===== src/rtl/approx_adder_err_monitor.sv =====
// Streaming error-metric monitor for approximate W-bit adders: per-window sum, max and count of |exact - approx|.
// Optional worst-case sample capture is enabled by defining ERR_MON_WCE_CAPTURE_EN.
module approx_adder_err_monitor #(
    parameter int unsigned W     = 8,
    parameter int unsigned CNT_W = 17,
    parameter int unsigned ACC_W = 26
) (
    input  logic             clk,
    input  logic             rst,
    input  logic             start,
    input  logic [CNT_W-1:0] num_samples,
    input  logic             in_valid,
    output logic             in_ready,
    input  logic [W-1:0]     in1,
    input  logic [W-1:0]     in2,
    input  logic [W:0]       approx_out,
    output logic             busy,
    output logic             done,
    output logic [ACC_W-1:0] sum_abs_err,
    output logic [W:0]       max_abs_err,
    output logic [CNT_W-1:0] err_count,
    output logic             sum_sat
`ifdef ERR_MON_WCE_CAPTURE_EN
    ,
    output logic [W-1:0]     wce_in1,
    output logic [W-1:0]     wce_in2,
    output logic [W:0]       wce_approx
`endif
);

    localparam int unsigned EW     = W + 1;
    localparam int unsigned SW     = W + 2;
    localparam int unsigned SUMX_W = ACC_W + 1;
    localparam logic [1:0]  DRAIN_LAST = 2'd2;

    typedef enum logic [1:0] {
        S_IDLE  = 2'd0,
        S_RUN   = 2'd1,
        S_DRAIN = 2'd2,
        S_DONE  = 2'd3
    } state_t;

    state_t           r_state;
    logic             r_in_ready;
    logic             r_busy;
    logic             r_done;
    logic [CNT_W-1:0] r_num;
    logic [CNT_W-1:0] r_acc_cnt;
    logic [1:0]       r_drain;

    logic             r_s1_valid;
    logic [W:0]       r_s1_exact;
    logic [W:0]       r_s1_approx;
    logic             r_s2_valid;
    logic [W:0]       r_s2_abs;

    logic [ACC_W-1:0] r_sum;
    logic [W:0]       r_max;
    logic [CNT_W-1:0] r_cnt;
    logic             r_sat;

    logic             w_accept;
    logic             w_start_ok;
    logic [CNT_W-1:0] w_cnt_inc;
    logic signed [SW-1:0] w_diff;
    logic [W:0]       w_abs;
    logic [SUMX_W-1:0] w_sum_ext;

    assign w_accept   = in_valid && r_in_ready;
    assign w_start_ok = start && ((r_state == S_IDLE) || (r_state == S_DONE));
    assign w_cnt_inc  = r_acc_cnt + CNT_W'(1);

    // Signed difference is wide enough for both signs; |diff| always fits W+1 bits.
    assign w_diff    = $signed({1'b0, r_s1_exact}) - $signed({1'b0, r_s1_approx});
    assign w_abs     = w_diff[SW-1] ? EW'(-w_diff) : EW'(w_diff);
    assign w_sum_ext = SUMX_W'(r_sum) + SUMX_W'(r_s2_abs);

    // Window control FSM with registered handshake/status outputs.
    always_ff @(posedge clk) begin
        if (rst) begin
            r_state    <= S_IDLE;
            r_in_ready <= 1'b0;
            r_busy     <= 1'b0;
            r_done     <= 1'b0;
            r_num      <= '0;
            r_acc_cnt  <= '0;
            r_drain    <= '0;
        end else begin
            case (r_state)
                S_IDLE, S_DONE: begin
                    if (start) begin
                        r_num     <= num_samples;
                        r_acc_cnt <= '0;
                        r_drain   <= '0;
                        if (num_samples == '0) begin
                            r_state    <= S_DONE;
                            r_in_ready <= 1'b0;
                            r_busy     <= 1'b0;
                            r_done     <= 1'b1;
                        end else begin
                            r_state    <= S_RUN;
                            r_in_ready <= 1'b1;
                            r_busy     <= 1'b1;
                            r_done     <= 1'b0;
                        end
                    end
                end
                S_RUN: begin
                    if (w_accept) begin
                        r_acc_cnt <= w_cnt_inc;
                        if (w_cnt_inc == r_num) begin
                            r_state    <= S_DRAIN;
                            r_in_ready <= 1'b0;
                            r_drain    <= '0;
                        end
                    end
                end
                S_DRAIN: begin
                    // Flush both pipeline stages and the statistics update before signalling done.
                    if (r_drain == DRAIN_LAST) begin
                        r_state <= S_DONE;
                        r_busy  <= 1'b0;
                        r_done  <= 1'b1;
                    end else begin
                        r_drain <= r_drain + 2'd1;
                    end
                end
                default: begin
                    r_state    <= S_IDLE;
                    r_in_ready <= 1'b0;
                    r_busy     <= 1'b0;
                    r_done     <= 1'b0;
                end
            endcase
        end
    end

`ifdef ERR_MON_WCE_CAPTURE_EN
    logic [W-1:0] r_s1_in1;
    logic [W-1:0] r_s1_in2;
    logic [W-1:0] r_s2_in1;
    logic [W-1:0] r_s2_in2;
    logic [W:0]   r_s2_approx;
    logic [W-1:0] r_wce_in1;
    logic [W-1:0] r_wce_in2;
    logic [W:0]   r_wce_approx;

    // Operand side-band travelling with the sample, and the captured worst-case sample.
    always_ff @(posedge clk) begin
        if (rst) begin
            r_s1_in1     <= '0;
            r_s1_in2     <= '0;
            r_s2_in1     <= '0;
            r_s2_in2     <= '0;
            r_s2_approx  <= '0;
            r_wce_in1    <= '0;
            r_wce_in2    <= '0;
            r_wce_approx <= '0;
        end else begin
            if (w_accept) begin
                r_s1_in1 <= in1;
                r_s1_in2 <= in2;
            end
            if (r_s1_valid) begin
                r_s2_in1    <= r_s1_in1;
                r_s2_in2    <= r_s1_in2;
                r_s2_approx <= r_s1_approx;
            end
            if (w_start_ok) begin
                r_wce_in1    <= '0;
                r_wce_in2    <= '0;
                r_wce_approx <= '0;
            end else if (r_s2_valid && (r_s2_abs > r_max)) begin
                r_wce_in1    <= r_s2_in1;
                r_wce_in2    <= r_s2_in2;
                r_wce_approx <= r_s2_approx;
            end
        end
    end

    assign wce_in1    = r_wce_in1;
    assign wce_in2    = r_wce_in2;
    assign wce_approx = r_wce_approx;
`endif

    // Two-stage error pipeline followed by the statistics accumulators.
    always_ff @(posedge clk) begin
        if (rst) begin
            r_s1_valid  <= 1'b0;
            r_s1_exact  <= '0;
            r_s1_approx <= '0;
            r_s2_valid  <= 1'b0;
            r_s2_abs    <= '0;
            r_sum       <= '0;
            r_max       <= '0;
            r_cnt       <= '0;
            r_sat       <= 1'b0;
        end else begin
            r_s1_valid <= w_accept;
            if (w_accept) begin
                r_s1_exact  <= EW'(in1) + EW'(in2);
                r_s1_approx <= approx_out;
            end
            r_s2_valid <= r_s1_valid;
            if (r_s1_valid) begin
                r_s2_abs <= w_abs;
            end
            if (w_start_ok) begin
                r_sum <= '0;
                r_max <= '0;
                r_cnt <= '0;
                r_sat <= 1'b0;
            end else if (r_s2_valid) begin
                if (w_sum_ext[ACC_W]) begin
                    r_sum <= '1;
                    r_sat <= 1'b1;
                end else begin
                    r_sum <= w_sum_ext[ACC_W-1:0];
                end
                if (r_s2_abs > r_max) begin
                    r_max <= r_s2_abs;
                end
                if (r_s2_abs != '0) begin
                    r_cnt <= r_cnt + CNT_W'(1);
                end
            end
        end
    end

    assign in_ready    = r_in_ready;
    assign busy        = r_busy;
    assign done        = r_done;
    assign sum_abs_err = r_sum;
    assign max_abs_err = r_max;
    assign err_count   = r_cnt;
    assign sum_sat     = r_sat;

endmodule


===== config.mk =====
export PLATFORM = sky130hd
export DESIGN_NAME = approx_adder_err_monitor
export DESIGN_NICKNAME = d
export VERILOG_FILES = /design/src/rtl/approx_adder_err_monitor.sv
export SDC_FILE = /design/constraint.sdc
export NUM_CORES = 1
export LEC_CHECK = 0
export BUFFER_PORTS_ARGS = -buffer_cell sky130_fd_sc_hd__buf_2
export CAP_MARGIN = 20
export CORE_MARGIN = 2
export CORE_UTILIZATION = 60
export DETAILED_ROUTE_END_ITERATION = 16
export PLACE_DENSITY = 0.83
export SLEW_MARGIN = 20
export SYNTH_ARGS = -nofsm -noshare
export SYNTH_HDL_FRONTEND = slang
export SYNTH_SLANG_ARGS = --single-unit
export TNS_END_PERCENT = 1

===== constraint.sdc =====
create_clock -name clk -period 5.6 [get_ports clk]
set_input_delay 1.12 -clock clk [delete_from_list [all_inputs] [get_ports clk]]
set_output_delay 1.12 -clock clk [all_outputs]
set_load 0.005 [all_outputs]

-- Word level (Yosys, flattened, before mapping)
Index checks and enable logic that the tools add are counted.
- output and inout port bits: 56
- RAM bits: 0
- input port bits: 46
- word-level logic and storage cells: 80
- register bits after elaboration: 123
- bits in latches: 0
- memories kept: 0
- bits in read-only memories: 0
- eq/ne operators: 10
- add/subtract/negate cells: 7
- mux-type cells: 27
- magnitude comparators: 1
- reduce and logical (&&, ||, !) cells: 19
- shift-type cells: 0
- multipliers: 0
- bitwise gates (word level): 0
- divide/modulo/power cells: 0
- operators with widths (cell ; count):
    adder 17 x 1 -> 17 bit (second input constant) ; 2
    2-to-1 mux 17 bit ; 2
    case mux 17 bit (2 select lines) ; 1
    adder 26 x 9 -> 27 bit ; 1
    2-to-1 mux 26 bit ; 1
    2-to-1 mux 2 bit ; 9
    == test 17 bit ; 1
    zero test 17 bit ; 1
    case mux 2 bit (3 select lines) ; 2
    AND reduction 4 bit ; 3
    inequality test 2 bit (second input constant) ; 5
    subtractor 9 x 9 -> 10 bit ; 1
    adder 8 x 8 -> 9 bit ; 1
    > comparator 9 bit ; 1
    2-to-1 mux 9 bit ; 1
    negation 9 bit ; 1
    nonzero test 9 bit ; 1
    2-to-1 mux 1 bit ; 8
    AND reduction 2 bit ; 4
    == test 2 bit (second input constant) ; 3
    case mux 1 bit (2 select lines) ; 3
    AND reduction 3 bit ; 2
    nonzero test 2 bit ; 2
    OR reduction 2 bit ; 2
    other kinds (5) ; 6

-- Logic depth before layout (Yosys ltp)
- depth after elaboration: 5
- gate-level depth with buffers: 11

-- Worst setup path after synthesis
Ideal clock, no wire load.
- kind: input-to-reg
- start point: input in1[0]
- end point: register r_s1_exact[6]
- arrival time: 2.790 ns
- path buffers: 0
- stages on the path: 10
- slack: 2.739 ns
- path through: ha_1 inv_1 fa_1 nor2b_1 o21ai_0 a21boi_0 o21ai_0 nor3b_1 or3_1 a21oi_1
- word-level cells in the longest chain between the ends: 1
- RTL lines (item ; RTL line ; RTL):
    from (decl) ; 14 ; input logic [W-1:0] in1,
    adder 8 x 8 -> 9 bit ; 201 ; r_s1_exact <= EW'(in1) + EW'(in2);
    to (signal assigned) ; 201 ;
    to (decl) ; 52 ; logic [W:0] r_s1_exact;
No other way between the ends.
A chain may end at the register's enable or synchronous reset.

-- Worst setup path in the final report
- start point: register r_s2_abs[0]
- end point: register r_sum[19] (netlist: sum_abs_err[19])
- word-level cells in the longest chain between the ends: 2
- RTL lines (item ; RTL line ; RTL):
    from (decl) ; 55 ; logic [W:0] r_s2_abs;
    from (signal assigned) ; 206 ; r_s2_abs <= w_abs;
    adder 26 x 9 -> 27 bit ; 76 ; assign w_sum_ext = SUMX_W'(r_sum) + SUMX_W'(r_s2_abs);
    2-to-1 mux 26 bit ; 214 ; if (w_sum_ext[ACC_W]) begin
    to (signal assigned) ; 218 ; r_sum <= w_sum_ext[ACC_W-1:0];
    to (decl) ; 57 ; logic [ACC_W-1:0] r_sum;
No other way between the ends.

==> flow_summary.yaml <==
clock_network:
  cts_setup_buffers: 0
  clk_latency_ps: 410
  ctsHoldBuffers: 0
  path_clk_slew_ps: 60
  clock-sinks: 123
  cts_resized: 0
  cts_root_buf: "clkbuf_16"
  clockBufferDepth: 2
  cts_buffers: 17
  h-tree-depth: 4
  tritoncts: "built"
sta:
  finalCritPeriodShare: 0.645
  min_period_ps: 3610
  worst_slew_pin_slew_ps: 930
  setup_viol: 0
  slew_viol_final: 0
  hold_violations: 0
  slew_headroom: 0.364
  final.setup.tns_ps: 0
  skew_ps: 5.59
  fmax_mhz: 277
  rsz0062_at_grt: "no"
placement:
  placement.cell_area_mm2: 0.00774
  place.port_buffers: 101
  gp_congestion: 0.909
  dp.final_hpwl_um: 11400
run_status:
  status: "finished clean"
flow_run:
  drv_cap: 0
routing:
  met2_length_um: 7260
  met3_length_um: 791
  drt_iter0_drc: 535
  via_per_inst: 5.83
  top_layer_used: "met4"
  wl_met1_um: 7630
  dr_total_vias: 6716
  firstDrtPassIters: 7
  wl_per_cell_um: 13.9
  drc: 0
  antenna_left: 0
  routed_wl_um: 16000
power:
  leakage_nw: 3.22
  vdd_drop_max_mv: 0.233
  powerDensity_mw_per_mm2: 351
final_layout:
  final_area_mm2: 0.00828
  diodes: 0
  area_growth_pct: 14.5
  ff_latch_area_mm2: 0.00246
  multi_input_area_mm2: 0.00439
  nFillCells: 1013
  layout-drive-gt1-share: 0.148
  nets: 1083
worst_setup_path:
  reg2reg_slack_ps: 1990
  worst-path-buf-inv: 2
  path_delay_family: "compound AO/OA/AOI/OAI gates"
  crit_slowest_cell: "nand3_1"
  cp.arrival_ps: 3920
  path_depth: 11
  cp_max_fo: 22
  crit_required_ps: 5910
  crit_chain: "ha_1 > inv_1 > fa_1 > nor2b_1 > o21ai_0 > a21boi_0 > o2111ai_1 > a211oi_1 > buf_4 > nand3_1 > a311oi_1"
  reg2reg_to: "sum_abs_err[19]"
  worstSetupEndpointType: "register"
  critical_path_class: "reg -> reg"
  critPathLaunchType: "register"
  rr_worst_depth: 11
  worstSetupStartpoint: "r_s2_abs[0]"
  slowest_delay_ps: 590
  reg2reg_from: "r_s2_abs[0]"
yosys:
  post_synth_num_cell_types: 65
  muxShareOfSynthArea: 0.0194
  synth_common_cells: "127 x nand2_1, 123 x dfxtp_1, 91 x a21oi_1"
  netlist_top_cells_area: "dfxtp_1 34%, ha_1 7.3%, nand2_1 6.6%, a21oi_1 6.3%, xnor2_1 4.6%"
  yosysSeqAreaShare: 0.341
  synth_xor_area_frac: 0.0739
  yosysMostFrequentCell: "nand2_1"
  yosysTopAreaCell: "dfxtp_1"
  synth.avg_cell_area_um2: 7.89
  synth_compound_area_frac: 0.183
  ys_warn_count: 0
  syn_nets: 1008
  netlist.area_leader.share: 0.341
  synth_cells: 917
  synth_fa_ha_area_frac: 0.0810
  synth_top_family_by_area: "simple AND/OR/NAND/NOR gates"
  async_flop_share: 0
  ys_seq_elements: 123
  synth_edf_count: 0
  synthSimpleGateAreaFrac: 0.248
  syn-cell-area_mm2: 0.00723
  synth_flop_cell: "dfxtp_1"
global_routing:
  grt_max_degree: 60
  antenna_found_initial: 0
  overflow: 0
  grt_usage: 0.254
  grt_pass1_vias: 5988
  grt_pass1_wl_um: 27100
die:
  die_x_um: 114
  die-area_mm2: 0.0129
  core_mm2: 0.0119
  row_count: 40
  start_util: 0.610
  ios: 102
  die_h_um: 114
min_path:
  hold_path_depth: 2
  hold_path_startpoint: "sum_sat"
  hp-class: "reg -> reg"
  whs_endpoint: "sum_sat"
==> registers in the layout (all words and copies together), names as in the netlist <==
signal       flops
err_count       17
sum_sat          1
r_s2_valid       1
sum_abs_err     26
r_s2_abs         9
in_ready         1
busy             1
r_acc_cnt       17
r_state          2
r_drain          2
r_num           17
r_s1_approx      9
r_s1_exact       9
r_s1_valid       1
max_abs_err      9
done             1
==> cells by family (layout without fill, tap and decap cells) <==
kind of cell | Yosys count | after routing
buf+inv | 97 | 185
simple gates | 362 | 362
fa+ha+maj | 45 | 45
mux | 14 | 14
compound gates | 215 | 215
flops | 123 | 123
xor+xnor | 61 | 61
==> per-stage QoR <==
stage                      util  hold slack, ps  total power, mW  setup slack [ps]  cells
after floorplan               -             436             1.73              2740    917
after global placement    0.653             434             1.91              2180   1120
after detailed placement  0.653             437             1.93              2040   1120
after CTS                 0.697             445             2.91              2010   1152
after global routing      0.698             483             3.09              1650   1152
final                     0.698             444             2.91              1990   1152
==> per-layer routing <==
| layer | vias to the layer above | track usage |
|---|---|---|
| met5 | - | 0 |
| met4 | 0 | 0.111 |
| met3 | 30 | 0.0457 |
| met2 | 185 | 0.399 |
| met1 | 3108 | 0.345 |
| li1 | 3393 | - |
==> power by group <==
part | leakage (nW) | total, mW | internal, mW | switching [mW]
clock network | 0.251 | 0.976 | 0.569 | 0.407
logic | 1.98 | 0.928 | 0.356 | 0.572
registers | 0.996 | 1.01 | 0.941 | 0.0643
total | 3.22 | 2.91 | 1.87 | 1.04
==> how the worst max path moves through the flow <==
stage | to
after detailed placement | sum_abs_err[19]
after global routing | sum_abs_err[19]
after CTS | sum_abs_err[19]
after floorplan | r_s1_exact[6]
final | sum_abs_err[19]
after global placement | sum_abs_err[19]
==> placed cells by master (no fill, tap or decap), types with 8 or more instances in the layout <==
| cell type | synthesis | final |
|---|---|---|
| inv_1 | 48 | 48 |
| nand3_1 | 21 | 21 |
| a31oi_1 | 15 | 15 |
| dfxtp_1 | 123 | 123 |
| nand2_1 | 127 | 127 |
| and3_1 | 12 | 12 |
| xnor2_1 | 38 | 38 |
| mux2i_1 | 14 | 14 |
| o21ai_0 | 42 | 42 |
| clkbuf_16 | 0 | 17 |
| a211oi_1 | 19 | 19 |
| xor2_1 | 23 | 23 |
| buf_2 | 6 | 101 |
| ha_1 | 42 | 42 |
| o21a_1 | 8 | 8 |
| nor2_1 | 78 | 77 |
| nor4_1 | 14 | 14 |
| nor2b_1 | 15 | 15 |
| a21oi_1 | 91 | 90 |
| or3_1 | 11 | 11 |
| nor3_1 | 26 | 25 |
| nand4_1 | 16 | 16 |
==> cell type report <==
type,count,share of cell area
clock buffers,20,0.0527
multi-input cells,697,0.530
inverters,48,0.0218
repair buffers,105,0.0647
flip-flops and latches,123,0.297
well taps,147,0.0222
clock inverters,12,0.0113
==> tightest hold or removal path, stage by stage (launching register included) <==
cell and delay (ps):
dfxtp_1 300, inv_1 50, a21oi_1 50
Note: power is estimated with default switching activity, not from simulation.
